**src/rtl/mesh_skew_feeder_if.sv**
```systemverilog
// Beat-in / skewed-rows-out bundle for the systolic mesh feeder.
// master drives beats and watches the mesh side; slave is the feeder.
interface mesh_skew_feeder_if #(
  parameter int ROWS = 8,
  parameter int W    = 8,
  parameter int SHW  = 5
);
  logic                 in_valid;
  logic                 in_ready;
  logic                 in_last;
  logic [ROWS*W-1:0]    in_a;
  logic [ROWS*W-1:0]    in_d;
  logic [ROWS*W-1:0]    in_b;
  logic                 in_propagate;
  logic [SHW-1:0]       in_shift;
  logic [ROWS-1:0]      out_valid;
  logic [ROWS*W-1:0]    out_a;
  logic [ROWS*W-1:0]    out_d;
  logic [ROWS*W-1:0]    out_b;
  logic [ROWS-1:0]      out_propagate;
  logic [ROWS*SHW-1:0]  out_shift;
  logic                 tile_done;
  logic [15:0]          tile_beats;

  modport master (
    output in_valid, in_last, in_a, in_d, in_b,
    output in_propagate, in_shift,
    input  in_ready, out_valid, out_a, out_d, out_b,
    input  out_propagate, out_shift, tile_done, tile_beats
  );

  modport slave (
    input  in_valid, in_last, in_a, in_d, in_b,
    input  in_propagate, in_shift,
    output in_ready, out_valid, out_a, out_d, out_b,
    output out_propagate, out_shift, tile_done, tile_beats
  );
endinterface

```
**src/rtl/mesh_skew_feeder.sv**
```systemverilog
// Skews row-vector beats diagonally into the mesh rows and
// holds off the next tile until the previous one has drained.
module mesh_skew_feeder #(
  parameter int ROWS = 8,
  parameter int W    = 8,
  parameter int SHW  = 5
) (
  input logic               CLK,
  input logic               RST,
  mesh_skew_feeder_if.slave bus
);
  localparam int CW = (ROWS > 2) ? $clog2(ROWS) : 1;

  typedef enum logic [1:0] {
    IDLE,
    STREAM,
    DRAIN
  } state_t;

  state_t        state;
  logic [CW-1:0] dcnt;
  logic [15:0]   bcnt;
  logic [15:0]   pend;
  logic [15:0]   bnext;
  logic [15:0]   beats_q;
  logic          done_q;
  logic          acc;

  assign bus.in_ready   = !RST && (state != DRAIN);
  assign acc            = bus.in_valid && bus.in_ready;
  assign bnext          = (bcnt == 16'hFFFF) ? bcnt
                                             : bcnt + 16'd1;
  assign bus.tile_done  = done_q;
  assign bus.tile_beats = beats_q;

  always_ff @(posedge CLK) begin
    if (RST) begin
      state   <= IDLE;
      dcnt    <= '0;
      bcnt    <= '0;
      pend    <= '0;
      beats_q <= '0;
      done_q  <= 1'b0;
    end else begin
      done_q <= 1'b0;
      if (acc) begin
        bcnt <= bus.in_last ? 16'd0 : bnext;
        if (bus.in_last) pend <= bnext;
      end
      unique case (state)
        IDLE, STREAM: begin
          if (acc) begin
            state <= bus.in_last ? DRAIN : STREAM;
            dcnt  <= CW'(ROWS - 2);
          end
        end
        DRAIN: begin
          // Leaves exactly as the last beat exits the final row.
          if (dcnt == '0) begin
            state   <= IDLE;
            done_q  <= 1'b1;
            beats_q <= pend;
          end else begin
            dcnt <= dcnt - 1'b1;
          end
        end
        default: state <= IDLE;
      endcase
    end
  end

  for (genvar r = 0; r < ROWS; r++) begin : g_row
    logic [r:0]          v;
    logic [r:0]          p;
    logic [r:0][W-1:0]   a;
    logic [r:0][W-1:0]   d;
    logic [r:0][W-1:0]   b;
    logic [r:0][SHW-1:0] s;

    always_ff @(posedge CLK) begin
      if (RST) begin
        v <= '0;
        p <= '0;
        a <= '0;
        d <= '0;
        b <= '0;
        s <= '0;
      end else begin
        // Bubbles enter as all-zero so the mesh never sees stale data.
        v[0] <= acc;
        p[0] <= acc & bus.in_propagate;
        a[0] <= acc ? bus.in_a[r*W +: W] : '0;
        d[0] <= acc ? bus.in_d[r*W +: W] : '0;
        b[0] <= acc ? bus.in_b[r*W +: W] : '0;
        s[0] <= acc ? bus.in_shift : '0;
        for (int k = 1; k <= r; k++) begin
          v[k] <= v[k-1];
          p[k] <= p[k-1];
          a[k] <= a[k-1];
          d[k] <= d[k-1];
          b[k] <= b[k-1];
          s[k] <= s[k-1];
        end
      end
    end

    assign bus.out_valid[r]              = v[r];
    assign bus.out_propagate[r]          = p[r];
    assign bus.out_a[r*W +: W]           = a[r];
    assign bus.out_d[r*W +: W]           = d[r];
    assign bus.out_b[r*W +: W]           = b[r];
    assign bus.out_shift[r*SHW +: SHW]   = s[r];
  end
endmodule

```
**src/flat_wrapper.sv**
```systemverilog
// flat-port wrapper written by rule: the top's interface ports become plain ports
module mesh_skew_feeder_flat 
#(
  parameter int ROWS = 8,
  parameter int W    = 8,
  parameter int SHW  = 5
)
  (CLK, RST, bus_in_valid, bus_in_last, bus_in_a, bus_in_d, bus_in_b, bus_in_propagate, bus_in_shift, bus_in_ready, bus_out_valid, bus_out_a, bus_out_d, bus_out_b, bus_out_propagate, bus_out_shift, bus_tile_done, bus_tile_beats);
  mesh_skew_feeder_if #(.ROWS(ROWS), .W(W), .SHW(SHW)) bus_i ();
  input logic CLK;
  input logic RST;
  input wire logic [$bits(bus_i.in_valid)-1:0] bus_in_valid;
  input wire logic [$bits(bus_i.in_last)-1:0] bus_in_last;
  input wire logic [$bits(bus_i.in_a)-1:0] bus_in_a;
  input wire logic [$bits(bus_i.in_d)-1:0] bus_in_d;
  input wire logic [$bits(bus_i.in_b)-1:0] bus_in_b;
  input wire logic [$bits(bus_i.in_propagate)-1:0] bus_in_propagate;
  input wire logic [$bits(bus_i.in_shift)-1:0] bus_in_shift;
  output wire logic [$bits(bus_i.in_ready)-1:0] bus_in_ready;
  output wire logic [$bits(bus_i.out_valid)-1:0] bus_out_valid;
  output wire logic [$bits(bus_i.out_a)-1:0] bus_out_a;
  output wire logic [$bits(bus_i.out_d)-1:0] bus_out_d;
  output wire logic [$bits(bus_i.out_b)-1:0] bus_out_b;
  output wire logic [$bits(bus_i.out_propagate)-1:0] bus_out_propagate;
  output wire logic [$bits(bus_i.out_shift)-1:0] bus_out_shift;
  output wire logic [$bits(bus_i.tile_done)-1:0] bus_tile_done;
  output wire logic [$bits(bus_i.tile_beats)-1:0] bus_tile_beats;
  assign bus_i.in_valid = bus_in_valid;
  assign bus_i.in_last = bus_in_last;
  assign bus_i.in_a = bus_in_a;
  assign bus_i.in_d = bus_in_d;
  assign bus_i.in_b = bus_in_b;
  assign bus_i.in_propagate = bus_in_propagate;
  assign bus_i.in_shift = bus_in_shift;
  assign bus_in_ready = bus_i.in_ready;
  assign bus_out_valid = bus_i.out_valid;
  assign bus_out_a = bus_i.out_a;
  assign bus_out_d = bus_i.out_d;
  assign bus_out_b = bus_i.out_b;
  assign bus_out_propagate = bus_i.out_propagate;
  assign bus_out_shift = bus_i.out_shift;
  assign bus_tile_done = bus_i.tile_done;
  assign bus_tile_beats = bus_i.tile_beats;
  mesh_skew_feeder #(.ROWS(ROWS), .W(W), .SHW(SHW)) u_core (.CLK(CLK), .RST(RST), .bus(bus_i));
endmodule
```
**config.mk**
```make
export PLATFORM = sky130hd
export DESIGN_NAME = mesh_skew_feeder_flat
export DESIGN_NICKNAME = d
export VERILOG_FILES = /design/src/rtl/mesh_skew_feeder_if.sv /design/src/rtl/mesh_skew_feeder.sv /design/src/flat_wrapper.sv
export SDC_FILE = /design/constraint.sdc
export NUM_CORES = 1
export LEC_CHECK = 0
export CAP_MARGIN = 20
export CORE_UTILIZATION = 48
export CTS_CLUSTER_DIAMETER = 80
export DETAILED_ROUTE_END_ITERATION = 8
export DONT_BUFFER_PORTS = 1
export PLACE_DENSITY = 0.65
export SYNTH_ARGS = -nofsm -noshare
export SYNTH_HDL_FRONTEND = slang
export SYNTH_SLANG_ARGS = --single-unit
```
**constraint.sdc**
```tcl
create_clock -name CLK -period 4.6 [get_ports CLK]
set_input_delay 0.46 -clock CLK [delete_from_list [all_inputs] [get_ports CLK]]
set_output_delay 0.46 -clock CLK [all_outputs]
set_load 0.05 [all_outputs]
```
### Word-level counts from Yosys, hierarchy flattened

Index checks and enable logic that the tools add are counted.

* register bits: 1030
* input port bits: 202
* output and inout bits: 266
* logic and storage cells: 173

* $add $sub $neg: 2
* equality and inequality tests: 7
* muxes and demuxes: 10
* bitwise logic cells: 3
* reduce and logical (&&, ||, !) cells: 13

Operator list (number)
* $mux W16: 2
* $add A16 B1 Y16 const B: 1
* $eq A16 B16 Y1 const B: 1
* $mux W2: 3
* $mux W3: 2
* $pmux W3 S2: 1
* $reduce_and A2 Y1: 3
* $reduce_or A2 Y1: 3
* $ne A2 B1 Y1 const B: 2
* $ne A2 B2 Y1 const B: 2
* $pmux W2 S2: 1
* $logic_not A3 Y1: 1
* $reduce_and A3 Y1: 1
* $sub A3 B1 Y3 const B: 1
* $eq A2 B1 Y1 const B: 1
* $eq A2 B2 Y1 const B: 1
* $logic_and A1 B1 Y1: 2
* $logic_not A2 Y1: 1
* $not A1 Y1: 2
* $reduce_bool A2 Y1: 1
* $and A1 B1 Y1: 1
* $logic_not A1 Y1: 1
* $mux W1: 1

### Longest topological paths before layout

Gate-level depths: netlist (run 1).

* depth in word-level cells: 5
* depth in mapped cells: 8
* depth with buffers taken out: 6

### Least setup slack after synthesis (run 1)

Ideal clock, no wire load.

* path type: input to output
* from: input port RST
* to: output port bus_in_ready
* arrival: 1.724 ns
* data required time: 4.140 ns
* slack: 2.416 ns
* cell stages on the path: 4
* path buffers: 3
* cells stage by stage: clkbuf_1 -> clkbuf_1 -> clkbuf_1 -> nor2_1

* cells in the longest elaborated chain, start to end: 2

RTL lines
* start, declared: line flat_wrapper.sv:11 `input logic RST;`
* $logic_not A1 Y1: line mesh_skew_feeder.sv:29 `assign bus.in_ready = !RST && (state != DRAIN);`
* $logic_and A1 B1 Y1: line mesh_skew_feeder.sv:29
* end, declared: line flat_wrapper.sv:19 `output wire logic [$bits(bus_i.in_ready)-1:0] bus_in_ready;`

Every way passes these cells.

### Final worst setup path (run 1)

* from: register u_core.state[1]
* to: output port bus_in_ready

* cells in the longest elaborated chain, start to end: 2

RTL lines
* start, declared: line mesh_skew_feeder.sv:20 `state_t state;`
* start signal, assigned: line mesh_skew_feeder.sv:53 `state <= bus.in_last ? DRAIN : STREAM;`
* $ne A2 B2 Y1: line mesh_skew_feeder.sv:29
* $logic_and A1 B1 Y1: line mesh_skew_feeder.sv:29

Every way passes these cells.

==> results of run 1 <==
## cell usage after synthesis, types with 2 or more instances
master / number
a31oi_1: 2
nor3_1: 7
a31o_2: 2
nand4_2: 2
or4_1: 3
o31ai_1: 2
xnor2_1: 4
nand4_4: 2
buf_4: 171
nand2b_1: 5
nor4_2: 2
o211ai_1: 2
nor2_1: 15
buf_1: 2
xor2_1: 3
inv_1: 10
a211oi_1: 6
o21a_1: 3
mux2i_1: 3
and3_1: 202
nand2_1: 43
or3_1: 2
a21oi_1: 30
clkbuf_1: 133
nor2b_1: 723
a41oi_1: 2
dfxtp_1: 974
ha_1: 3
nand4_1: 2
a311oi_1: 5
o21ai_0: 11
o21ai_1: 2
o32ai_1: 3
buf_2: 10
nor4_1: 5
o311ai_0: 4
and4_1: 5
nand3_1: 14
## placed cells by master, fill, tap and decap left out, drive strengths merged, types with 2 or more instances in the layout
cell type and count:
a211oi 6, a21oi 30, a311oi 5, a31o 2, a31oi 2, a41oi 2
and3 202, and4 5, buf 6, bufinv 9, clkbuf 120, clkinv 26
clkinvlp 3, dfxtp 974, diode 5, dlygate4sd3 200, ha 3, inv 14
mux2i 3, nand2 44, nand2b 5, nand3 15, nand4 6, nor2 15
nor2b 723, nor3 7, nor4 8, o211ai 2, o21a 3, o21ai 14
o311ai 5, o31ai 2, o32ai 3, or3 2, or4 3, xnor2 4
xor2 3
## critical path: cells and delay by family (launching register included)
family | cells | cell delay [ns]
DFF | 1 | 0.42
and+or+nand+nor | 2 | 0.92
## layout make-up
class                      instances  share of cell area
antenna                            5            0.000381
timing repair buffer             206              0.0640
clock buffer                     120              0.0779
multi-input combinational       1133               0.217
clock inverter                    42              0.0165
tap                              765              0.0292
inverter                          10             0.00114
sequential                       974               0.594
## registers in the layout, summed over array words and instances, names as in the netlist, 30 cells and up
register and flops:
u_core.g_row.b 232, u_core.bus.out_d 56, u_core.g_row.a 232, u_core.bus.out_b 56, u_core.g_row.d 232, u_core.g_row.s 30, u_core.bus.out_a 56
## cells by family (layout without fill, tap and decap cells)
logic type	after synthesis	count (layout)
and+or+nand+nor	1037	1037
DFF	974	974
buffers and inverters	326	378
AOI/OAI and AO/OA	83	83
xor gates and xnor gates	7	7
adders and majority gates	3	3
muxes	3	3
other	0	5
## metrics by stage
step,power (mW),setup slack (ns),util
2_1_floorplan,9.22,2.42,-
3_3_place_gp,9.17,2.31,0.476
3_5_place_dp,9.18,2.25,0.476
4_1_cts,16.9,2.07,0.564
5_1_grt,17.3,2.02,0.564
6_report,16.7,2.15,0.565
## layer usage
layer,part of all wire,track usage,vias to the layer above,routed length [um]
li1,-,-,7475,-
met1,0.43,0.205,6737,22400
met2,0.46,0.272,448,23900
met3,0.086,0.0612,92,4450
met4,0.023,0.0649,8,1210
met5,0.0011,0,-,58
## power groups by stage
stage | registers (mW) | clock network, mW | logic, mW
6_report | 8.77 | 7.54 | 0.409
3_3_place_gp | 8.95 | 0 | 0.218
2_1_floorplan | 8.87 | 0 | 0.343
3_5_place_dp | 8.95 | 0 | 0.230
5_1_grt | 8.78 | 8.13 | 0.445
4_1_cts | 8.77 | 7.74 | 0.406
## worst paths after layout
path / startpoint / end / cells past startpoint
worst min-delay path: bus_in_last / u_core.bcnt[1]$_SDFFE_PP0P_ / 3
worst min register to register: u_core.g_row[3].b[19]$_SDFF_PP0_ / u_core.bus.out_b[27]$_SDFF_PP0_ / 1
worst max register to register: u_core.state[0]$_SDFFE_PP0P_ / u_core.bcnt[15]$_SDFFE_PP0P_ / 5
worst max-delay path: u_core.state[1]$_SDFFE_PP0P_ / bus_in_ready / 2
## repair_timing
| item | CTS | global route |
|---|---|---|
| hold buffers | 201 | 0 |
| endpoints found under the hold margin | 426 | 0 |
| gates resized for setup | 0 | 0 |
==> results by group, run 1 <==
Run status
  • Status: finished, violations left
  • Failing checks: max-slew violations

STA
  • Relative slew slack: -0.471
  • Highest Clock Rate: 409 MHz
  • Layout Skew: 0.0364 ns
  • Hold WS: slightly above 0.08 ns
  • Fin Setup TNS: 0 ns
  • Max Slew Vio Count: 354
  • Tmin final: about 2.4 ns
  • Final setup fails: 0
  • Unrepaired setup endpoints after global routing: false
  • Measured slew at the worst slew-check pin: 2.21 ns
  • Period utilisation layout: 0.532
  • Hold Fails Final Rpt: 0

Setup path
  • CP Capture Type: primary output
  • CP Data Arrival Time: between 1.5 and 2 ns
  • Slowest cell delay on critical path: 0.54 ns
  • Startpoint Class: flip-flop
  • Req. time, crit path: 4.14 ns
  • Worst Setup Path Type: reg2out
  • Worst-path cell chain: nor2b_1 -> nor2_1
  • Slowest CP cell: nor2b_1
  • Maximum net fanout on the critical path: 7
  • R2R setup slack: 2.28 ns

Placement
  • RD Place Congestion: 0.809
  • DP Area: roughly 28000 sq um
  • Hpwl dp: ~30000 um
  • Post-placement cell count: 2887
  • IO buf count: 0

Clocking
  • # clock sinks: between 900 and 1000
  • Setup Fix Bufs, Post-CTS: 0
  • Clock Latency Late Sink: between 0.6 and 0.7 ns
  • CTS Root Cell: clkbuf_16
  • Clock transition at path regs: 0.07 ns
  • Clock Path Buffers: 3
  • CTS tree: built
  • H-tree depth: 3
  • Cts bufs inserted: 91

Cells and area
  • Fillcell total: between 4000 and 5000
  • Design Area, Final: approximately 33000 sq um
  • Layout area overhead: 15.3%
  • Share of layout cells above drive strength 1: 0.0692
  • Area of the multi-input gates: a little over 7000 sq um
  • Seq. cell area: 19500 sq um
  • Final std cells w/o fill: ~3300
  • Nets@finish: 2621

Worst hold path
  • Hold Path Class: in2reg

Routing
  • Routed vias/inst: 4.53
  • Total number of vias: ~15000
  • WL per Instance: roughly 16 um
  • WL final: 52000 um
  • TritonRoute pass-1 iters: 4
  • Initial DRC count: 687
  • Drt drc: 0
  • Antenna Violating Nets Remaining: 0

Yosys
  • Synthesized instance count: 2433
  • Post-synthesis net count: around 2600
  • Yosys cell types: 52
  • Synth area leader: dfxtp_1
  • Synth Area in XOR/XNOR: 0.00215
  • Post-Synth Adder-Cell Area: 0.00132
  • Simple-gate share of the synthesized area: 0.225
  • Post-synth top flop: dfxtp_1
  • Mapped cell area: ~28000 sq um
  • Avg Cell Area, Syn: 11.7 sq um
  • Post-synth EDFFs: 0
  • Sequential area share after synthesis: 0.685
  • Mux cell area share after synthesis: 0.00105
  • Flop and latch count out of synthesis: 974
  • Asr flop ratio synth: 0
  • Synth top area share: 0.685
  • Largest family of logic cells by synthesized area: simple AND/OR/NAND/NOR gates
  • YS warnings: 0
  • Post-synthesis compound-gate area fraction: 0.0195
  • Area contributors post-synth: dfxtp_1, nor2b_1, buf_4

Die
  • # rows: slightly below 90
  • Core area: approximately 58000 sq um
  • Initial Util: 0.490
  • DIE HEIGHT: 246 um
  • DIE AREA: 60300 sq um
  • IO Count: approximately 470
  • Die Width: around 250 um

Pwr
  • Comb pwr share: 0.024
  • Sequential share of power: 0.524
  • Max rail drop VDD: between 300 and 400 uV
  • P_sw: between 3 and 4 mW
  • Clk pwr share: 0.451
  • Pleak: 13.4 nW
  • Sw frac: 0.206
  • P_int: 13.3 mW
  • P per Cell Area: 509 nW/um^2

GRT
  • Total grt overflow: 0
  • All-Layer GR Usage: 0.169
  • Initial antenna violation count: 9
  • First-pass GRT wire length: roughly 80000 um
  • Vias in the first global route: 14500
  • Largest net degree at the start of global routing: 542

Job
  • Max_cap viols: 0
(Power assumes the default switching activity.)
==> inputs of run 2 (changes only) <==
- PLACE_DENSITY: 0.65 -> 0.67
- clock period: 4.6 -> 2 ns (I/O delays scaled with it)
==> results by group, run 2 <==
Die
  • DIE HEIGHT: approximately 250 um
  • Die Width: 246 um
  • IO Count: between 400 and 500
  • # rows: 88
  • Initial Util: 0.490

Yosys
  • Yosys cell types: 52
  • Simple-gate share of the synthesized area: 0.225
  • Top-count cell post-synth: dfxtp_1
  • Flop and latch count out of synthesis: 974
  • Mux cell area share after synthesis: 0.00105
  • Area contributors post-synth: dfxtp_1, nor2b_1, buf_4
  • Synth Area in XOR/XNOR: 0.00215
  • Largest family of logic cells by synthesized area: simple AND/OR/NAND/NOR gates
  • Post-synth top cells: dfxtp_1, nor2b_1, and3_1, buf_4, clkbuf_1
  • Avg Cell Area, Syn: 11.7 sq um
  • Asr flop ratio synth: 0
  • Mapped cell area: 28500 sq um
  • Sequential area share after synthesis: 0.685
  • Post-synth EDFFs: 0
  • Post-Synth Adder-Cell Area: 0.00132
  • Post-synth top flop: dfxtp_1
  • YS warnings: 0
  • Synth area leader: dfxtp_1
  • Synthesized instance count: roughly 2400
  • Synth top area share: 0.685
  • Post-synthesis net count: between 2000 and 3000
  • Post-synthesis compound-gate area fraction: 0.0195

Run status
  • Status: stopped before the end
  • Stop err: [ERROR RSZ-0060] Max buffer count reached.
  • Halt Stage: clock tree synthesis (4_1_cts)

Clocking
  • # clock sinks: 974
  • Post-cts sizing count: 3
  • H-tree depth: 3
  • Clock Path Buffers: 3
  • Cts bufs inserted: 93
  • CTS Root Cell: clkbuf_16
  • Setup Fix Bufs, Post-CTS: 0
  • Hold buffers post-CTS: between 600 and 700

Placement
  • Post-placement cell count: just under 3000
  • Hpwl dp: 29500 um
  • DP Area: 27800 sq um
  • IO buf count: 0
  • RD Place Congestion: 0.853
==> run 2: per-stage QoR <==
step	setup slack [ns]	TNS, ns	hold slack (ns)
detailed placement	-0.0300	-0.0300	0.335
global placement	0.161	0	0.332
floorplan	0.186	0	0.346
==> run 2: logic make-up after synthesis <==
| logic type | after synthesis |
|---|---|
| DFF | 974 |
| buffers and inverters | 326 |
| adders and majority gates | 3 |
| muxes | 3 |
| xor gates and xnor gates | 7 |
| AOI/OAI and AO/OA | 83 |
| and+or+nand+nor | 1037 |
==> inputs of run 3 (changes only) <==
- CORE_UTILIZATION: 48 -> 33
- CTS_CLUSTER_DIAMETER: 80 -> unset
- PLACE_DENSITY: 0.67 -> unset
- PLACE_DENSITY_LB_ADDON: unset -> 0.15
- clock period: 2 -> 2.6 ns (I/O delays scaled with it)
==> results by group, run 3 <==
Yosys
  • Top-count cell post-synth: dfxtp_1
  • Post-synth top cells: dfxtp_1, nor2b_1, and3_1, buf_4, clkbuf_1
  • YS warnings: 0
  • Avg Cell Area, Syn: approximately 12 sq um
  • Area contributors post-synth: dfxtp_1, nor2b_1, buf_4
  • Simple-gate share of the synthesized area: 0.225
  • Post-synth top flop: dfxtp_1
  • Largest family of logic cells by synthesized area: simple AND/OR/NAND/NOR gates
  • Post-synthesis net count: 2638
  • Synth top area share: 0.685
  • Yosys cell types: between 50 and 60
  • Synthesized instance count: 2433
  • Asr flop ratio synth: 0
  • Sequential area share after synthesis: 0.685
  • Post-Synth Adder-Cell Area: 0.00132
  • Mapped cell area: 28500 sq um
  • Post-synth EDFFs: 0
  • Synth area leader: dfxtp_1
  • Post-synthesis compound-gate area fraction: 0.0195
  • Synth Area in XOR/XNOR: 0.00215
  • Mux cell area share after synthesis: 0.00105
  • Flop and latch count out of synthesis: between 900 and 1000

Clocking
  • Hold buffers post-CTS: 692
  • # clock sinks: 974
  • Setup Fix Bufs, Post-CTS: 0
  • H-tree depth: 3
  • Cts bufs inserted: 101
  • CTS Root Cell: clkbuf_16
  • Clock Path Buffers: 3
  • Post-cts sizing count: 0

Die
  • IO Count: roughly 470
  • # rows: 107
  • Die Width: 296 um
  • Initial Util: 0.334
  • DIE HEIGHT: 296 um

Placement
  • RD Place Congestion: 0.780
  • DP Area: 28200 sq um
  • Post-placement cell count: 3269
  • Hpwl dp: 30200 um
  • IO buf count: 0
  • DP Worst Slack: 0.350 ns

Run status
  • Status: stopped before the end
  • Stop err: [ERROR RSZ-0060] Max buffer count reached.
  • Halt Stage: clock tree synthesis (4_1_cts)
==> run 3: cell families after synthesis <==
group,after synthesis
muxes,3
AOI/OAI and AO/OA,83
adders and majority gates,3
xor gates and xnor gates,7
and+or+nand+nor,1037
buffers and inverters,326
DFF,974
==> run 3: stage by stage <==
step            util  hold WS, ns
3_3_place_gp   0.330        0.384
3_5_place_dp   0.330        0.392
2_1_floorplan      -        0.406
